## config.mk

```make
export PLATFORM = sky130hd
export DESIGN_NAME = fifo_sync_wm
export DESIGN_NICKNAME = d
export VERILOG_FILES = /design/src/rtl/fifo_sync_wm.sv
export SDC_FILE = /design/constraint.sdc
export NUM_CORES = 1
export LEC_CHECK = 0
export BUFFER_PORTS_ARGS = -buffer_cell sky130_fd_sc_hd__buf_2
export CORE_ASPECT_RATIO = 0.75
export CORE_MARGIN = 2
export CORE_UTILIZATION = 50
export CTS_CLUSTER_DIAMETER = 100
export DETAILED_ROUTE_END_ITERATION = 16
export PLACE_DENSITY = 0.83
export SYNTH_ARGS = -nofsm -noshare
export SYNTH_HDL_FRONTEND = slang
export SYNTH_SLANG_ARGS = --single-unit
```

## constraint.sdc

```tcl
create_clock -name clk_i -period 2.1 [get_ports clk_i]
set_input_delay 0.105 -clock clk_i [delete_from_list [all_inputs] [get_ports clk_i]]
set_output_delay 0.105 -clock clk_i [all_outputs]
set_load 0.1 [all_outputs]
```

## src/rtl/fifo_sync_wm.sv

```systemverilog
// fifo_sync_wm: synchronous FIFO with watermark flags, full/empty status,
// sticky overflow-attempt flag and optional peak-occupancy tracker.
// Optional feature macro: FIFO_SYNC_WM_PEAK_EN (peak_o register; tied to 0
// when undefined).
// Pointers carry a wrap bit above the index, so any Depth >= 1 works.
module fifo_sync_wm #(
  parameter int unsigned Width             = 16,
  parameter int unsigned Depth             = 4,
  parameter bit          Pass              = 1'b1,
  parameter bit          OutputZeroIfEmpty = 1'b1,
  localparam int unsigned DepthW           = (Depth < 1) ? 1 : $clog2(Depth + 1)
) (
  input  logic              clk_i,
  input  logic              rst_ni,
  input  logic              clr_i,
  input  logic              wvalid_i,
  output logic              wready_o,
  input  logic [Width-1:0]  wdata_i,
  output logic              rvalid_o,
  input  logic              rready_i,
  output logic [Width-1:0]  rdata_o,
  output logic [DepthW-1:0] depth_o,
  output logic              full_o,
  output logic              empty_o,
  input  logic [DepthW-1:0] afull_thresh_i,
  input  logic [DepthW-1:0] aempty_thresh_i,
  output logic              afull_o,
  output logic              aempty_o,
  output logic              ovf_o,
  output logic [DepthW-1:0] peak_o
);

  localparam int unsigned     PtrW    = (Depth <= 1) ? 1 : $clog2(Depth);
  localparam logic [PtrW-1:0] LastIdx = PtrW'(Depth - 1);

  if (Depth < 1) begin : g_bad_depth
    $error("fifo_sync_wm: Depth must be at least 1");
  end

  logic [Width-1:0]  mem_q [Depth];
  logic [PtrW:0]     wptr_q, wptr_d;
  logic [PtrW:0]     rptr_q, rptr_d;
  logic [DepthW-1:0] depth_q, depth_d;
  logic              ovf_q, ovf_d;

  logic full, empty;
  logic pass_xfer, wr_en, rd_en;

  // Advance a pointer, wrapping the index at Depth-1 and toggling the wrap bit.
  function automatic logic [PtrW:0] ptr_inc(input logic [PtrW:0] p);
    logic [PtrW:0] r;
    if (p[PtrW-1:0] == LastIdx) begin
      r = {~p[PtrW], {PtrW{1'b0}}};
    end else begin
      r = {p[PtrW], p[PtrW-1:0] + PtrW'(1)};
    end
    return r;
  endfunction

  assign full  = (wptr_q[PtrW] != rptr_q[PtrW]) &&
                 (wptr_q[PtrW-1:0] == rptr_q[PtrW-1:0]);
  assign empty = (wptr_q == rptr_q);

  // A pass-through transfer bypasses storage entirely.
  assign pass_xfer = Pass && empty && wvalid_i && rready_i;
  assign wr_en     = wvalid_i && !full && !pass_xfer;
  assign rd_en     = rready_i && !empty;

  // Pointer next-state; clear wins over any handshake.
  always_comb begin
    wptr_d = wptr_q;
    rptr_d = rptr_q;
    if (clr_i) begin
      wptr_d = '0;
      rptr_d = '0;
    end else begin
      if (wr_en) wptr_d = ptr_inc(wptr_q);
      if (rd_en) rptr_d = ptr_inc(rptr_q);
    end
  end

  // Occupancy counter next-state: moves only when exactly one side transfers.
  always_comb begin
    depth_d = depth_q;
    if (clr_i) begin
      depth_d = '0;
    end else if (wr_en && !rd_en) begin
      depth_d = depth_q + DepthW'(1);
    end else if (rd_en && !wr_en) begin
      depth_d = depth_q - DepthW'(1);
    end
  end

  // Sticky overflow: a write presented while full that no read is draining.
  // With a same-cycle read the write is merely held off by wready_o.
  always_comb begin
    ovf_d = ovf_q;
    if (clr_i) begin
      ovf_d = 1'b0;
    end else if (wvalid_i && full && !rready_i) begin
      ovf_d = 1'b1;
    end
  end

  // Pointer, counter and overflow state registers.
  always_ff @(posedge clk_i or negedge rst_ni) begin
    if (!rst_ni) begin
      wptr_q  <= '0;
      rptr_q  <= '0;
      depth_q <= '0;
      ovf_q   <= 1'b0;
    end else begin
      wptr_q  <= wptr_d;
      rptr_q  <= rptr_d;
      depth_q <= depth_d;
      ovf_q   <= ovf_d;
    end
  end

  // Storage array; contents need no reset since empty masks them.
  always_ff @(posedge clk_i) begin
    if (wr_en && !clr_i) begin
      mem_q[wptr_q[PtrW-1:0]] <= wdata_i;
    end
  end

`ifdef FIFO_SYNC_WM_PEAK_EN
  logic [DepthW-1:0] peak_q, peak_d;

  // Peak tracks the largest occupancy the counter is about to hold.
  always_comb begin
    peak_d = peak_q;
    if (clr_i) begin
      peak_d = '0;
    end else if (depth_d > peak_q) begin
      peak_d = depth_d;
    end
  end

  // Peak register.
  always_ff @(posedge clk_i or negedge rst_ni) begin
    if (!rst_ni) begin
      peak_q <= '0;
    end else begin
      peak_q <= peak_d;
    end
  end

  assign peak_o = peak_q;
`else
  assign peak_o = '0;
`endif

  // Read data: head entry, else pass-through write data, else zero/head.
  always_comb begin
    rdata_o = OutputZeroIfEmpty ? '0 : mem_q[rptr_q[PtrW-1:0]];
    if (!empty) begin
      rdata_o = mem_q[rptr_q[PtrW-1:0]];
    end else if (Pass && wvalid_i) begin
      rdata_o = wdata_i;
    end
  end

  assign rvalid_o = Pass ? (!empty || wvalid_i) : !empty;
  assign wready_o = !full;
  assign full_o   = full;
  assign empty_o  = empty;
  assign depth_o  = depth_q;
  assign afull_o  = (depth_q >= afull_thresh_i);
  assign aempty_o = (depth_q <= aempty_thresh_i);
  assign ovf_o    = ovf_q;

endmodule

```

==> flow_summary.ini <==
[floorplan]
dieArea_mm2 = 0.00749
core_mm2 = 0.00670
chipWidth_um = 99.3
start_util_pct = 50.8
fp-row-count = 26
die_y_um = 75.5
ioPinCount = 56

[yosys]
synth_edf_count = 64
yosysUniqueCellTypes = 37
synth_cells = 227
synth_top_area_share_pct = 56.4
synthArstFlopShare_pct = 13.5
synth_seq_cells = 74
seq_area_frac_synth_pct = 63.8
ys.flop_type = edfxtp_1
synth_common_cells = edfxtp_1, nand2_1, o21ai_0, inv_1, ha_1
yosysMostFrequentCell = edfxtp_1
synth_area_mm2 = 0.00341
synth_top_area_cell = edfxtp_1
synth_area_per_cell_um2 = 15.0
ys_warn_count = 0
synth_area_leaders = edfxtp_1, dfrtp_1, mux4_2

[global_routing]
overflow = 0
top_usage_layer = met2
grtUsageTotal_pct = 21.1
antenna_found_initial = 0
grt_use_met3_pct = 5.05
met2_usage_pct = 39.5
grt.met1_usage_pct = 24.3
grt_pass1_vias = 2235
grt_max_degree = 37
grt_first_pass_wirelength_mm = 11.3

[worst_setup_path]
worstSetupPathType = flip-flop to output port
required_ps = 2000
r2r_cells = 7
reg2reg_from = rptr_q[0]
end_kind = output port
cp-startpoint = rptr_q[0]
arrival_ps = 1990
r2r_slack_ps = 20
reg2reg_to = depth_o[2]
worstSetupEndpoint = rdata_o[3]
cp-start-kind = flip-flop
path_max_fanout = 4

[placement]
hpwl_mm = 4.71
portBuffers = 52
gp_congestion = 0.800

[timing]
hold_ws_ps = 22.6
setup_tns_ps = 0
hold_viol_final = 0
setup-violations-final = 0
fmax_mhz = 476
period_share_pct = 100
layout_min_cycle_time_ps = 2100
drv_slew = 0
rsz0062_at_grt = yes
fin_skew_ps = 8.11

[worst_hold_path]
hp-class = input pin to flip-flop

[final_layout]
final_layout_size_suffix_gt1_share_pct = 43.6
syn2layout_area_growth_pct = 42.9
num_antenna_cells = 0
nets = 348

[routing]
wirelength_mm = 7.73
ant_nets = 0
avgRoutedWirePerCell_um = 19.4
viasPerCell = 5.50
dr.pass1.iters = 5
drcViolationCount = 0
num_vias = 2190
dr.first_iter.drc_count = 195

[run]
max-cap-violations = 0

[clock_tree]
htree_levels = 3
numCtsBuffers = 9
clockBufferDepth = 2
clock_sinks = 74
cts_root_buf = clkbuf_8
cts_tree = yes
clkTransAtPathRegs_ps = 70
insertion_delay_ps = 340

[status]
status = finished, final reports clean
## metal layers
metal,share of wire (%),up-vias
met2,54,78
met5,0,-
met1,37,1097
li1,-,1003
met4,1.8,0
met3,6.6,12
## what timing repair did
| item | 4_1_cts | 5_1_grt |
|---|---|---|
| hold buffers | 15 | 0 |
| cloned | 0 | 2 |
| endpoints found under the hold margin | 63 | 0 |
| pin swaps | 3 | 2 |
| setup endpoints to repair | 50 | 45 |
| resized for setup | 7 | 14 |
| buffers inserted | 2 | 3 |
## how the worst min path moves through the flow
stage,to,slack (ps),from,depth (start not counted)
5_1_grt,mem_q[1][3],-0.7,wdata_i[3],1
6_report,mem_q[2][3],20,wdata_i[3],1
3_3_place_gp,depth_o[2],-20,rst_ni,1
2_1_floorplan,depth_o[0],-190,rst_ni,0
4_1_cts,mem_q[2][3],2,wdata_i[3],1
3_5_place_dp,depth_o[1],-20,rst_ni,1
## state kept, by name, summed over array words and instances (netlist names)
| signal | count |
|---|---|
| rptr_q | 3 |
| wptr_q | 3 |
| depth_o | 3 |
| mem_q | 64 |
| ovf_o | 1 |
## per-stage QoR
| step | cell area [um^2] | worst slack [ps] | cells | utilization (%) |
|---|---|---|---|---|
| final | 4870 | 0.188 | 398 | 72.6 |
| after global routing | 4870 | -48.8 | 398 | 72.6 |
| after global placement | 4310 | 105 | 360 | 64.3 |
| after detailed placement | 4310 | -15.7 | 360 | 64.3 |
| after floorplan | 3640 | -434 | 229 | - |
| after CTS | 4750 | -2.53 | 393 | 70.9 |
## final cells by class
class                           instances  area [um^2]
Fill cell                             396         1840
Sequential cell                        74         2180
Clock inverter                          5          103
Multi-Input combinational cell        130         1370
Inverter                               12         52.6
Timing Repair Buffer                   82          921
Clock buffer                           11          141
Tap cell                               84          105
## logic make-up (layout without fill, tap and decap cells)
family / count (synthesis) / count (layout) / synth area share [%]
AO/OA/AOI/OAI: 28 / 28 / 5.51
XOR/XNOR: 7 / 7 / 2.24
adder cells (fa/ha/maj): 12 / 12 / 4.63
buffers and inverters: 25 / 110 / 3.45
flip-flops: 74 / 74 / 63.8
multiplexers: 20 / 20 / 12.5
other: 1 / 3 / 0.110
AND/OR/NAND/NOR: 60 / 60 / 7.79
## cell usage in the layout (no fill, tap or decap), types with 2 or more instances in the layout
master / n
nand2_2: 4
nor2_1: 10
a21oi_1: 2
and2_2: 4
clkbuf_8: 10
o21ai_4: 13
mux4_1: 5
nand2_1: 31
ha_1: 11
o21ai_2: 5
buf_4: 10
nand3_1: 4
buf_2: 30
dfrtp_1: 6
inv_1: 10
edfxtp_1: 64
mux2_2: 2
dfrtp_2: 4
mux2i_1: 2
clkinvlp_4: 3
conb_1: 3
dlygate4sd3_1: 15
xor2_1: 3
xnor2_4: 2
mux4_2: 11
bufinv_16: 3
buf_12: 23
clkbuf_16: 2
## worst max-delay path, stage by stage, from the launching register on
cell	delay [ps]
dfrtp_2	510
clkbuf_16	210
mux4_2	540
nand2_1	150
o21ai_4	80
buf_12	170
Power is not shown: default switching activity piles up to over one toggle a cycle in this logic, so the estimate is an artifact.
